## config.mk

```make
export PLATFORM = sky130hd
export DESIGN_NAME = osc_gate_sequencer
export DESIGN_NICKNAME = d
export VERILOG_FILES = /design/src/rtl/osc_gate_sequencer.sv
export SDC_FILE = /design/constraint.sdc
export NUM_CORES = 1
export LEC_CHECK = 0
export ABC_AREA = 1
export BUFFER_PORTS_ARGS = -buffer_cell sky130_fd_sc_hd__buf_2
export CAP_MARGIN = 10
export CORE_AREA = 2 2 107 109
export CTS_CLUSTER_SIZE = 10
export DETAILED_ROUTE_END_ITERATION = 8
export DIE_AREA = 0 0 109 111
export GPL_TIMING_DRIVEN = 0
export PLACE_DENSITY_LB_ADDON = 0.12
export SETUP_SLACK_MARGIN = 0.02
export SLEW_MARGIN = 10
export SYNTH_ARGS = -nofsm -noshare
export SYNTH_HDL_FRONTEND = slang
export SYNTH_SLANG_ARGS = --single-unit
```

## constraint.sdc

```tcl
create_clock -name clk -period 2.7 [get_ports clk]
set_input_delay 0.405 -clock clk [delete_from_list [all_inputs] [get_ports clk]]
set_output_delay 0.405 -clock clk [all_outputs]
set_load 0.01 [all_outputs]
```

## src/rtl/osc_gate_sequencer.sv

```systemverilog
// Sequenced oscillator frequency measurement: enable, settle, count edges over a gate window.
// Optional OSC_GATE_CONT_EN adds a cont input for back-to-back windows without re-settling.
module osc_gate_sequencer #(
    parameter int unsigned CNT_W         = 16,
    parameter int unsigned GATE_W        = 16,
    parameter int unsigned SETTLE_CYCLES = 256
) (
    input  logic              clk,
    input  logic              rst,
    input  logic              start,
    input  logic [GATE_W-1:0] gate_len,
    input  logic              osc_in,
`ifdef OSC_GATE_CONT_EN
    input  logic              cont,
`endif
    output logic              osc_en,
    output logic              busy,
    output logic              done,
    output logic [CNT_W-1:0]  count,
    output logic              overflow
);

    localparam int unsigned SW = $clog2(SETTLE_CYCLES + 1);
    localparam logic [SW-1:0] SettleLast = SW'(SETTLE_CYCLES - 1);

    typedef enum logic [1:0] {StIdle, StSettle, StGate, StDone} state_e;

    state_e              state_q, state_d;
    logic                s1_q, s1_d, s2_q, s2_d, s3_q, s3_d;
    logic [GATE_W-1:0]   gate_q, gate_d;
    logic [GATE_W-1:0]   gate_cnt_q, gate_cnt_d;
    logic [SW-1:0]       settle_q, settle_d;
    logic [CNT_W-1:0]    edge_cnt_q, edge_cnt_d;
    logic                sat_q, sat_d;
    logic [CNT_W-1:0]    count_q, count_d;
    logic                overflow_q, overflow_d;
    logic                osc_edge;
    logic                gate_last;

    assign osc_edge  = s2_q & ~s3_q;
    assign gate_last = (gate_q == '0) || (gate_cnt_q == gate_q - GATE_W'(1));

    always_comb begin
        state_d    = state_q;
        s1_d       = osc_in;
        s2_d       = s1_q;
        s3_d       = s2_q;
        gate_d     = gate_q;
        gate_cnt_d = gate_cnt_q;
        settle_d   = settle_q;
        edge_cnt_d = edge_cnt_q;
        sat_d      = sat_q;
        count_d    = count_q;
        overflow_d = overflow_q;
        osc_en     = 1'b0;
        done       = 1'b0;
        busy       = (state_q != StIdle);

        unique case (state_q)
            StIdle: begin
                if (start) begin
                    gate_d   = gate_len;
                    settle_d = '0;
                    state_d  = StSettle;
                end
            end
            StSettle: begin
                osc_en = 1'b1;
                if (settle_q == SettleLast) begin
                    edge_cnt_d = '0;
                    sat_d      = 1'b0;
                    gate_cnt_d = '0;
                    state_d    = StGate;
                end else begin
                    settle_d = settle_q + SW'(1);
                end
            end
            StGate: begin
                osc_en     = 1'b1;
                gate_cnt_d = gate_cnt_q + GATE_W'(1);
                // A zero-length gate still spends one cycle here but must report zero.
                if (osc_edge && (gate_q != '0)) begin
                    if (edge_cnt_q == '1) begin
                        sat_d = 1'b1;
                    end else begin
                        edge_cnt_d = edge_cnt_q + CNT_W'(1);
                    end
                end
                if (gate_last) begin
                    state_d = StDone;
                end
            end
            StDone: begin
                done       = 1'b1;
                count_d    = edge_cnt_q;
                overflow_d = sat_q;
                state_d    = StIdle;
`ifdef OSC_GATE_CONT_EN
                if (cont) begin
                    osc_en     = 1'b1;
                    gate_d     = gate_len;
                    gate_cnt_d = '0;
                    edge_cnt_d = '0;
                    sat_d      = 1'b0;
                    state_d    = StGate;
                end
`endif
            end
            default: state_d = StIdle;
        endcase
    end

    always_ff @(posedge clk) begin
        if (rst) begin
            state_q    <= StIdle;
            s1_q       <= 1'b0;
            s2_q       <= 1'b0;
            s3_q       <= 1'b0;
            gate_q     <= '0;
            gate_cnt_q <= '0;
            settle_q   <= '0;
            edge_cnt_q <= '0;
            sat_q      <= 1'b0;
            count_q    <= '0;
            overflow_q <= 1'b0;
        end else begin
            state_q    <= state_d;
            s1_q       <= s1_d;
            s2_q       <= s2_d;
            s3_q       <= s3_d;
            gate_q     <= gate_d;
            gate_cnt_q <= gate_cnt_d;
            settle_q   <= settle_d;
            edge_cnt_q <= edge_cnt_d;
            sat_q      <= sat_d;
            count_q    <= count_d;
            overflow_q <= overflow_d;
        end
    end

    assign count    = count_q;
    assign overflow = overflow_q;

endmodule

```

==> summary.txt, run 1 <==
Global routing
  – Largest net degree at the start of global routing: 12
  – Vias in the first global route: 3885
  – GRT Util Overall: 19.61%
  – Initial antenna violation count: 0
  – First-pass GRT wire length: 18710 microns
  – Total grt overflow: 0

Synth
  – Syn nets: 673
  – Flip-flop and latch count after synthesis: 80
  – Ys flop type: dfxtp_1
  – Cell taking the most area after synthesis: dfxtp_1
  – Post-synth EDFFs: 0
  – Cell area after synthesis: 4299 sq um
  – Most frequent cell after synthesis: nand2_1
  – Sequential share of the synthesized area: 37.25%
  – Asr flop ratio synth: 0%
  – Distinct cells, synth: 32
  – Yosys top cell area share: 37.25%
  – Mapped Avg Cell Area: 6.696 sq um
  – Top post-synthesis cells by area: dfxtp_1 37%, nand2_1 13%, nor2_1 8.1%
  – Cells after synthesis: 642
  – Synthesis Warnings: 0
  – Most frequent cells after synthesis: 145 x nand2_1, 93 x nor2_1, 80 x dfxtp_1

Finish
  – Area Growth Syn to Fin: 14.78%
  – Fillers: 1172
  – Share of cells above drive strength 1: 10.47%
  – Layout net count: 723
  – Reg area: 1602 sq um
  – Ant. Diodes: 0
  – Multi-input gate area: 2325 sq um

CTS
  – Hold_buf cts: 0
  – Total CTS buffers: 9
  – Root Driver: clkbuf_16
  – CTS tree: done
  – Worst-Skew Late Latency: 340 ps
  – CTS sink count: 80
  – Clock Pin Slew Worst Setup and Hold Paths: 60 ps
  – H-tree depth: 3
  – Clock buffer depth: 2
  – Post-CTS Resized: 0
  – Post-CTS Setup Bufs: 0

Timing
  – Clk_skew: 9.515 ps
  – Final setup fails: 0
  – Final worst slack: 339.5 ps
  – Worst-margin pin slew: 651.7 ps
  – Unrepaired setup endpoints after global routing: no
  – Final setup TNS: 0 ps
  – Final worst path period need: 2360 ps
  – Max-slew headroom: 56.26%
  – Hold Violations, Final: 0
  – Tcrit/Tclk final: 87.43%
  – FMAX: 0.4236 GHz
  – Final count of pins violating max slew: 0

Power and ir drop
  – Pwr Density: 834.1 nW/um^2
  – P_leak: 2.063 nW
  – Max IR drop VDD: 0.0004687 V
  – Total Power: 4.116 mW

Critical path
  – Setup crit start kind: register
  – Crit-path max FO: 9
  – Worst path max stage delay: 330 ps
  – Critical-path top delay cell: dfxtp_1
  – Worst Path Required: 2930 ps
  – Critical path, cell by cell: ha_1 -> nand4_1 -> nor2_1 -> ha_1 -> nand2_2 -> o21ai_4 -> nand3_2 -> nor3_2 -> nand3_1 -> nor3_2 -> nand2_1 -> o21ai_0 -> a21oi_1
  – Crit path DAT: 2590 ps
  – CP endpoint kind: register
  – Setup Crit Path Kind: reg2reg
  – R2R Setup Slk: 340 ps

Status
  – Outcome: finished, final reports clean

Job
  – MaxCap Viol Count: 0

Die
  – Die Area: 12100 sq um
  – Site Rows: 39
  – Core box area: 11080 sq um
  – DIE WIDTH: 109 microns
  – I/O Pins: 40
  – Initial Util: 38.81%
  – Die height: 111 microns

Routing
  – Via density: 4.865
  – DR WL/cell: 13.20 microns
  – Via count: 4087
  – Initial DRC count: 201
  – Final wirelength: 11090 microns
  – Pre-antenna DRT Iters: 4
  – Detail Route Antenna Nets: 0
  – Drt drc: 0

Placed design
  – Dpl hpwl: 8315 microns
  – Routability cong.: 0.8828
  – IO buf count: 39
  – Setup WS pre-CTS: 212.9 ps

Worst hold path
  – Hold Path Class: in2reg
## metrics by stage
step	instances	cell area (sq um)	utilization, %	hold WS (ps)
finish	840	4935	44.55	265.3
global route	840	4935	44.55	274.3
CTS	840	4935	44.55	258.5
detailed placement	824	4673	42.19	402.0
global placement	824	4673	42.19	392.7
floorplan	642	4299	-	388.3
## cell families after synthesis
kind of cell,synth area share (%)
fa+ha+maj,3.201
flops,37.25
compound gates,14.44
xor+xnor,5.093
simple gates,31.34
buf+inv,8.673
## final cells by class
| cell class | count | area share, % |
|---|---|---|
| clock buffer | 16 | 5.299 |
| tap | 143 | 3.626 |
| timing repair buffer | 39 | 3.955 |
| buffer | 22 | 1.851 |
| inverter | 75 | 5.705 |
| multi-input combinational | 465 | 47.11 |
| sequential | 80 | 32.45 |
## critical path: cells and delay by family (launching register included)
kind	cells	cell delay (ps)
flip-flops	1	330
AO/OA/AOI/OAI	3	360
AND/OR/NAND/NOR	8	1160
adder cells (fa/ha/maj)	2	400
## flip-flops by register name, summed over array words and instances (netlist names)
name        cells
edge_cnt_q     16
count          16
gate_q         16
sat_q           1
overflow        1
s3_q            1
state_q         2
settle_q        9
s1_q            1
s2_q            1
gate_cnt_q     16
## routing by layer
layer | global-route usage [%] | vias up | part of all wire, %
met4 | 6.667 | 0 | 1.8
met1 | 24.79 | 1839 | 46
met5 | 0 | - | 0
met2 | 33.58 | 71 | 48
met3 | 2.939 | 12 | 3.5
li1 | - | 2165 | -
## worst paths after layout
| path | start | endpoint | cells after the start |
|---|---|---|---|
| worst max-delay path | settle_q[0]$_SDFFE_PP0P_ | gate_cnt_q[10]$_SDFFE_PP0P_ | 13 |
| worst min-delay path | osc_in | s1_q$_SDFF_PP0_ | 3 |
| worst max register to register | settle_q[0]$_SDFFE_PP0P_ | gate_cnt_q[10]$_SDFFE_PP0P_ | 13 |
| worst min register to register | s1_q$_SDFF_PP0_ | s2_q$_SDFF_PP0_ | 2 |
## cell usage in the layout (no fill, tap or decap), types with 4 or more instances in the layout
| cell | count |
|---|---|
| dfxtp_1 | 80 |
| nor3_2 | 5 |
| xor2_1 | 20 |
| ha_1 | 11 |
| nor2_1 | 93 |
| nor3_1 | 14 |
| inv_1 | 71 |
| nand2_1 | 145 |
| clkbuf_1 | 25 |
| nand3b_1 | 6 |
| a21oi_1 | 58 |
| nand4_1 | 9 |
| inv_2 | 4 |
| nand3_1 | 29 |
| buf_2 | 40 |
| xnor2_1 | 5 |
| clkbuf_16 | 9 |
| o21ai_0 | 48 |
| a211oi_1 | 4 |
## power by group
part	internal [mW]	switching (mW)	total, mW
Combinational	0.501	1.02	1.52
Sequential	1.34	0.127	1.47
Clock	0.651	0.475	1.13
No activity file was read; power rests on OpenSTA's default activity.
==> inputs of run 2 (changes only) <==
--- a/config.mk
+++ b/config.mk
@@ -8,12 +8,14 @@
 export ABC_AREA = 1
 export BUFFER_PORTS_ARGS = -buffer_cell sky130_fd_sc_hd__buf_2
 export CAP_MARGIN = 10
-export CORE_AREA = 2 2 107 109
+export CELL_PAD_IN_SITES_DETAIL_PLACEMENT = 0
+export CELL_PAD_IN_SITES_GLOBAL_PLACEMENT = 2
+export CORE_AREA = 2 2 118 120
 export CTS_CLUSTER_SIZE = 10
 export DETAILED_ROUTE_END_ITERATION = 8
-export DIE_AREA = 0 0 109 111
+export DIE_AREA = 0 0 120 122
 export GPL_TIMING_DRIVEN = 0
-export PLACE_DENSITY_LB_ADDON = 0.12
+export PLACE_DENSITY = 0.85
 export SETUP_SLACK_MARGIN = 0.02
 export SLEW_MARGIN = 10
 export SYNTH_ARGS = -nofsm -noshare
==> run 2 against run 1 <==
Effect of this change: maximum frequency grew 1.4%; clock power grew 27%; non-clock buffer count is the same; via count grew 1.1%; global-route usage shrank 2.6 points; combinational power is essentially flat; sequential power is essentially flat; critical endpoint is now edge_cnt_q[13]$_SDFFE_PP0P_.
==> summary.txt, run 2 (synthesis gave the netlist of run 1 again) <==
CTS
  – Worst-Skew Late Latency: 350 ps
  – CTS sink count: 80
  – Clock Pin Slew Worst Setup and Hold Paths: 60 ps
  – Post-CTS Setup Bufs: 0
  – H-tree depth: 3
  – Post-CTS Resized: 0
  – Clock buffer depth: 2
  – Root Driver: clkbuf_16
  – Hold_buf cts: 0
  – Total CTS buffers: 9
  – CTS tree: done

Timing
  – Final setup fails: 0
  – Clk_skew: 10.58 ps
  – Worst-margin pin slew: 622.7 ps
  – Final worst path period need: 2327 ps
  – Max-slew headroom: 58.49%
  – Final hold slack: 265.5 ps
  – Hold Violations, Final: 0
  – Final setup TNS: 0 ps
  – Unrepaired setup endpoints after global routing: no
  – FMAX: 0.4298 GHz
  – Final count of pins violating max slew: 0
  – Tcrit/Tclk final: 86.18%

Die
  – Die Area: 14640 sq um
  – Initial Util: 31.84%
  – I/O Pins: 40
  – Site Rows: 43
  – Die height: 122 microns
  – DIE WIDTH: 120 microns
  – Core box area: 13500 sq um

Power and ir drop
  – Sequential share of power: 33.0%
  – Total Power: 4.449 mW
  – Psw: 1.682 mW
  – P_leak: 2.097 nW
  – Logic pwr share: 34.7%
  – Clock power frac: 32.3%
  – Pwr Density: 878.0 nW/um^2
  – Int Pwr: 2.767 mW
  – Switching Fraction: 37.80%
  – Max IR drop VDD: 0.0004365 V

Finish
  – Share of cells above drive strength 1: 11.21%
  – Area Growth Syn to Fin: 17.87%
  – Ant. Diodes: 0
  – Most common cell after layout, fill and taps aside: nand2_1
  – Commonest non-fill, non-tap cells in the layout: 145 x nand2_1, 93 x nor2_1, 80 x dfxtp_1
  – Post-layout instance area: 5067 sq um
  – Layout net count: 723
  – Final non-filler cell total: 876

Placed design
  – IO buf count: 39
  – Placed Cells: 861
  – DP Area: 4720 sq um
  – Dpl hpwl: 8757 microns
  – Routability cong.: 0.8636

Worst hold path
  – Hold Path Class: in2reg
  – Hold Path Origin: osc_in

Critical path
  – Setup Crit Path Kind: reg2reg
  – Critical Path Source: settle_q[0]$_SDFFE_PP0P_
  – Crit-path max FO: 10
  – Setup crit start kind: register
  – Crit path DAT: 2600 ps
  – Start of the worst register-to-register path: settle_q[0]$_SDFFE_PP0P_
  – CP endpoint kind: register
  – Worst Path Required: 2970 ps

Global routing
  – Vias in the first global route: 3851
  – GRT Util Overall: 17.02%
  – Largest net degree at the start of global routing: 14
  – First-pass GRT wire length: 19340 microns
  – Total grt overflow: 0
  – Initial antenna violation count: 0

Routing
  – Initial DRC count: 233
  – Via count: 4133
  – Final wirelength: 11700 microns
  – Drt drc: 0
  – DR WL/cell: 13.36 microns
  – Detail Route Antenna Nets: 0
  – Via density: 4.718
  – Pre-antenna DRT Iters: 4

Job
  – MaxCap Viol Count: 0

Status
  – Outcome: finished, final reports clean
==> run 2: cell types whose count changed in the layout (fill, tap and decap cells not counted) <==
cell,previous run,this run
inv_2,4,3
o21ai_1,2,1
clkinv_1,0,1
clkinvlp_4,0,2
bufinv_16,0,3
o21ai_2,0,1
clkbuf_1,25,19
==> run 2: final timing paths <==
kind	to	slack, ps	cells past startpoint
min reg2reg	s2_q$_SDFF_PP0_	410	2
min	s1_q$_SDFF_PP0_	270	3
max	edge_cnt_q[13]$_SDFFE_PP0P_	370	13
max reg2reg	edge_cnt_q[13]$_SDFFE_PP0P_	370	13
==> run 2: routing by layer <==
metal  GRT usage, %  part of all wire (%)
met5              0                     0
met3          2.809                   3.4
met4          6.838                   1.6
met1          22.37                    48
met2          27.84                    47
==> run 2: power by group through the flow <==
stage	Clock [mW]	Combinational [mW]	Sequential, mW
floorplan	0	1.11	1.48
global placement	0	1.54	1.49
finish	1.44	1.54	1.47
CTS	1.47	1.57	1.47
detailed placement	0	1.56	1.50
global route	1.52	1.80	1.49
==> run 2: per-stage QoR <==
step	setup slack, ps	utilization (%)
6_report	373.2	37.52
2_1_floorplan	711.1	-
5_1_grt	40.22	37.52
4_1_cts	145.5	37.50
3_5_place_dp	161.3	34.95
3_3_place_gp	116.0	34.95
==> run 2: critical path, stage by stage, from the launching register on <==
cell and delay (ps):
dfxtp_1 330, ha_1 190, nand4_1 130, nor2_1 120, ha_1 190, nand2_2 90, o21ai_4 150, inv_2 120
a21oi_1 200, nand2_2 170, inv_2 150, buf_4 200, nand2_1 70, a21oi_1 150
==> run 2: cell type report <==
cell class                      instances  area, sq um
Fill cell                            1452         8437
Sequential cell                        80         1602
Tap cell                              180        225.2
Clock buffer                           10        239.0
Clock inverter                          5        105.1
Timing Repair Buffer                   39        195.2
Inverter                               75        281.5
Multi-Input combinational cell        465         2328
Buffer                                 22        91.34
==> inputs of run 3 (changes only) <==
--- a/config.mk
+++ b/config.mk
@@ -8,14 +8,13 @@
 export ABC_AREA = 1
 export BUFFER_PORTS_ARGS = -buffer_cell sky130_fd_sc_hd__buf_2
 export CAP_MARGIN = 10
-export CELL_PAD_IN_SITES_DETAIL_PLACEMENT = 0
-export CELL_PAD_IN_SITES_GLOBAL_PLACEMENT = 2
-export CORE_AREA = 2 2 118 120
+export CORE_AREA = 2 2 107 109
+export CTS_BUF_LIST = sky130_fd_sc_hd__clkbuf_4 sky130_fd_sc_hd__clkbuf_8
 export CTS_CLUSTER_SIZE = 10
 export DETAILED_ROUTE_END_ITERATION = 8
-export DIE_AREA = 0 0 120 122
+export DIE_AREA = 0 0 109 111
 export GPL_TIMING_DRIVEN = 0
-export PLACE_DENSITY = 0.85
+export PLACE_DENSITY = 0.64
 export SETUP_SLACK_MARGIN = 0.02
 export SLEW_MARGIN = 10
 export SYNTH_ARGS = -nofsm -noshare
==> run 3 against run 2 <==
Effect of this change: first-iteration DRC count increased by 8.6%; non-clock buffer count unchanged; clock power decreased by 33%; maximum frequency decreased by 4.2%; clock-buffer cell count increased by 1; utilization increased by 6.6 points; critical path type unchanged; highest routed layer unchanged; sequential cell count unchanged; register-to-register slack got worse by 100 ps; worst setup slack got worse by 100 ps; global-route usage increased by 2.0 points; critical endpoint is now gate_cnt_q[7]$_SDFFE_PP0P_.
==> summary.txt, run 3 (synthesis gave the netlist of run 1 again) <==
Finish
  – Share of cells above drive strength 1: 11.19%
  – Ant. Diodes: 0
  – Multi-input gate area: 2325 sq um
  – Layout Utilization: 44.12%
  – Reg area: 1602 sq um
  – Fillers: 1166
  – Most common cell after layout, fill and taps aside: nand2_1
  – Commonest non-fill, non-tap cells in the layout: 145 x nand2_1, 93 x nor2_1, 80 x dfxtp_1
  – Layout net count: 723
  – Area Growth Syn to Fin: 13.68%

Critical path
  – Crit-path max FO: 10
  – Start of the worst register-to-register path: settle_q[0]$_SDFFE_PP0P_
  – R2R Setup Slk: 270 ps
  – CP endpoint kind: register
  – Worst Path Required: 2950 ps
  – Setup crit start kind: register
  – Crit path DAT: 2670 ps
  – Worst reg2reg endpoint: gate_cnt_q[7]$_SDFFE_PP0P_
  – R2R cell count: 9
  – Setup Crit Path Kind: reg2reg
  – Critical Path Source: settle_q[0]$_SDFFE_PP0P_

CTS
  – Clock Pin Slew Worst Setup and Hold Paths: 90 ps
  – Worst-Skew Late Latency: 370 ps
  – CTS sink count: 80
  – Post-CTS Setup Bufs: 0
  – Post-CTS Resized: 0
  – Hold_buf cts: 0
  – Clock buffer depth: 2
  – H-tree depth: 3
  – Total CTS buffers: 9
  – Root Driver: clkbuf_8
  – CTS tree: done

Die
  – DIE WIDTH: 109 microns
  – Die height: 111 microns
  – Die Area: 12100 sq um
  – Site Rows: 39
  – I/O Pins: 40
  – Core box area: 11080 sq um
  – Initial Util: 38.81%

Global routing
  – GRT Util Overall: 19.00%
  – Initial antenna violation count: 0
  – Vias in the first global route: 3924
  – First-pass GRT wire length: 18220 microns
  – Largest net degree at the start of global routing: 15
  – Total grt overflow: 0

Timing
  – FMAX: 0.4115 GHz
  – Final count of pins violating max slew: 0
  – Max-slew headroom: 56.17%
  – Tcrit/Tclk final: 90.00%
  – Final worst path period need: 2430 ps
  – Hold Violations, Final: 0
  – Unrepaired setup endpoints after global routing: no
  – Worst-margin pin slew: 653.0 ps
  – Final setup TNS: 0 ps
  – Final setup fails: 0
  – Clk_skew: 14.06 ps

Worst hold path
  – Hold Path Class: in2reg
  – Hold path depth: 3
  – Hold Path Origin: osc_in
  – Hold Path Sink: s1_q$_SDFF_PP0_

Power and ir drop
  – Pwr Density: 813.6 nW/um^2
  – P_leak: 2.043 nW
  – Max IR drop VDD: 0.0003989 V

Job
  – MaxCap Viol Count: 0

Routing
  – Via count: 4152
  – Uppermost layer routed: met4
  – M1 WL: 5137 microns
  – Met2 WL: 5129 microns
  – Drt drc: 0
  – Pre-antenna DRT Iters: 5
  – Detail Route Antenna Nets: 0
  – Routed met3 length: 446 microns
  – Final wirelength: 10920 microns
  – Via density: 4.943
  – Initial DRC count: 253
  – DR WL/cell: 13.00 microns

Status
  – Outcome: finished, final reports clean

Placed design
  – Routability cong.: 0.8711
  – Dpl hpwl: 8101 microns
  – IO buf count: 39
[run 3: changes by cell type in the layout (fill, tap and decap cells not counted), sizes merged]
cell,previous run,this run
bufinv,3,1
clkbuf,29,30
clkinv,1,2
clkinvlp,2,1
inv,74,76
[run 3: worst max path at each step]
stage | end | slack [ps] | cells past startpoint
final | gate_cnt_q[7]$_SDFFE_PP0P_ | 270 | 9
after global routing | gate_cnt_q[13]$_SDFFE_PP0P_ | 30 | 9
after CTS | gate_cnt_q[9]$_SDFFE_PP0P_ | 220 | 9
after detailed placement | gate_cnt_q[9]$_SDFFE_PP0P_ | 230 | 9
after global placement | gate_cnt_q[9]$_SDFFE_PP0P_ | 240 | 9
after floorplan | gate_cnt_q[10]$_SDFFE_PP0P_ | 710 | 13
[run 3: final cells by class]
cell class,count,area share [%]
flip-flops and latches,80,32.77
inverters,75,5.760
well taps,143,3.661
plain buffers,22,1.869
multi-input cells,465,47.57
repair buffers,39,3.994
clock inverters,5,1.280
clock buffers,11,3.098
[run 3: routing by layer]
layer	vias to the layer above	global-route usage (%)
li1	2156	-
met1	1898	24.88
met2	82	30.85
met3	16	2.881
met4	0	7.949
met5	-	0
[run 3: critical path, stage by stage (launching register included)]
cell,delay [ps]
dfxtp_1,340
ha_1,200
nand4_1,130
nor2_1,110
ha_1,200
nand2_2,90
o21ai_1,540
clkinv_1,470
o21ai_0,180
a21oi_1,60
[run 3: report_power, final]
group          leakage [nW]  total (mW)  switching, mW  internal, mW
logic                  1.28        1.55           1.04         0.502
registers             0.651        1.47          0.129          1.34
clock network         0.108       0.962          0.476         0.486
total                  2.04        3.98           1.65          2.33
[run 3: stage by stage]
step	worst slack, ps	power [mW]	instance area [sq um]	hold slack (ps)	cells
5_1_grt	31.95	4.296	4887	222.7	840
3_5_place_dp	227.7	3.019	4673	404.1	824
3_3_place_gp	239.7	2.973	4673	390.9	824
6_report	270.0	3.976	4887	238.3	840
2_1_floorplan	711.1	2.596	4299	388.3	642
4_1_cts	223.3	3.993	4887	230.8	840
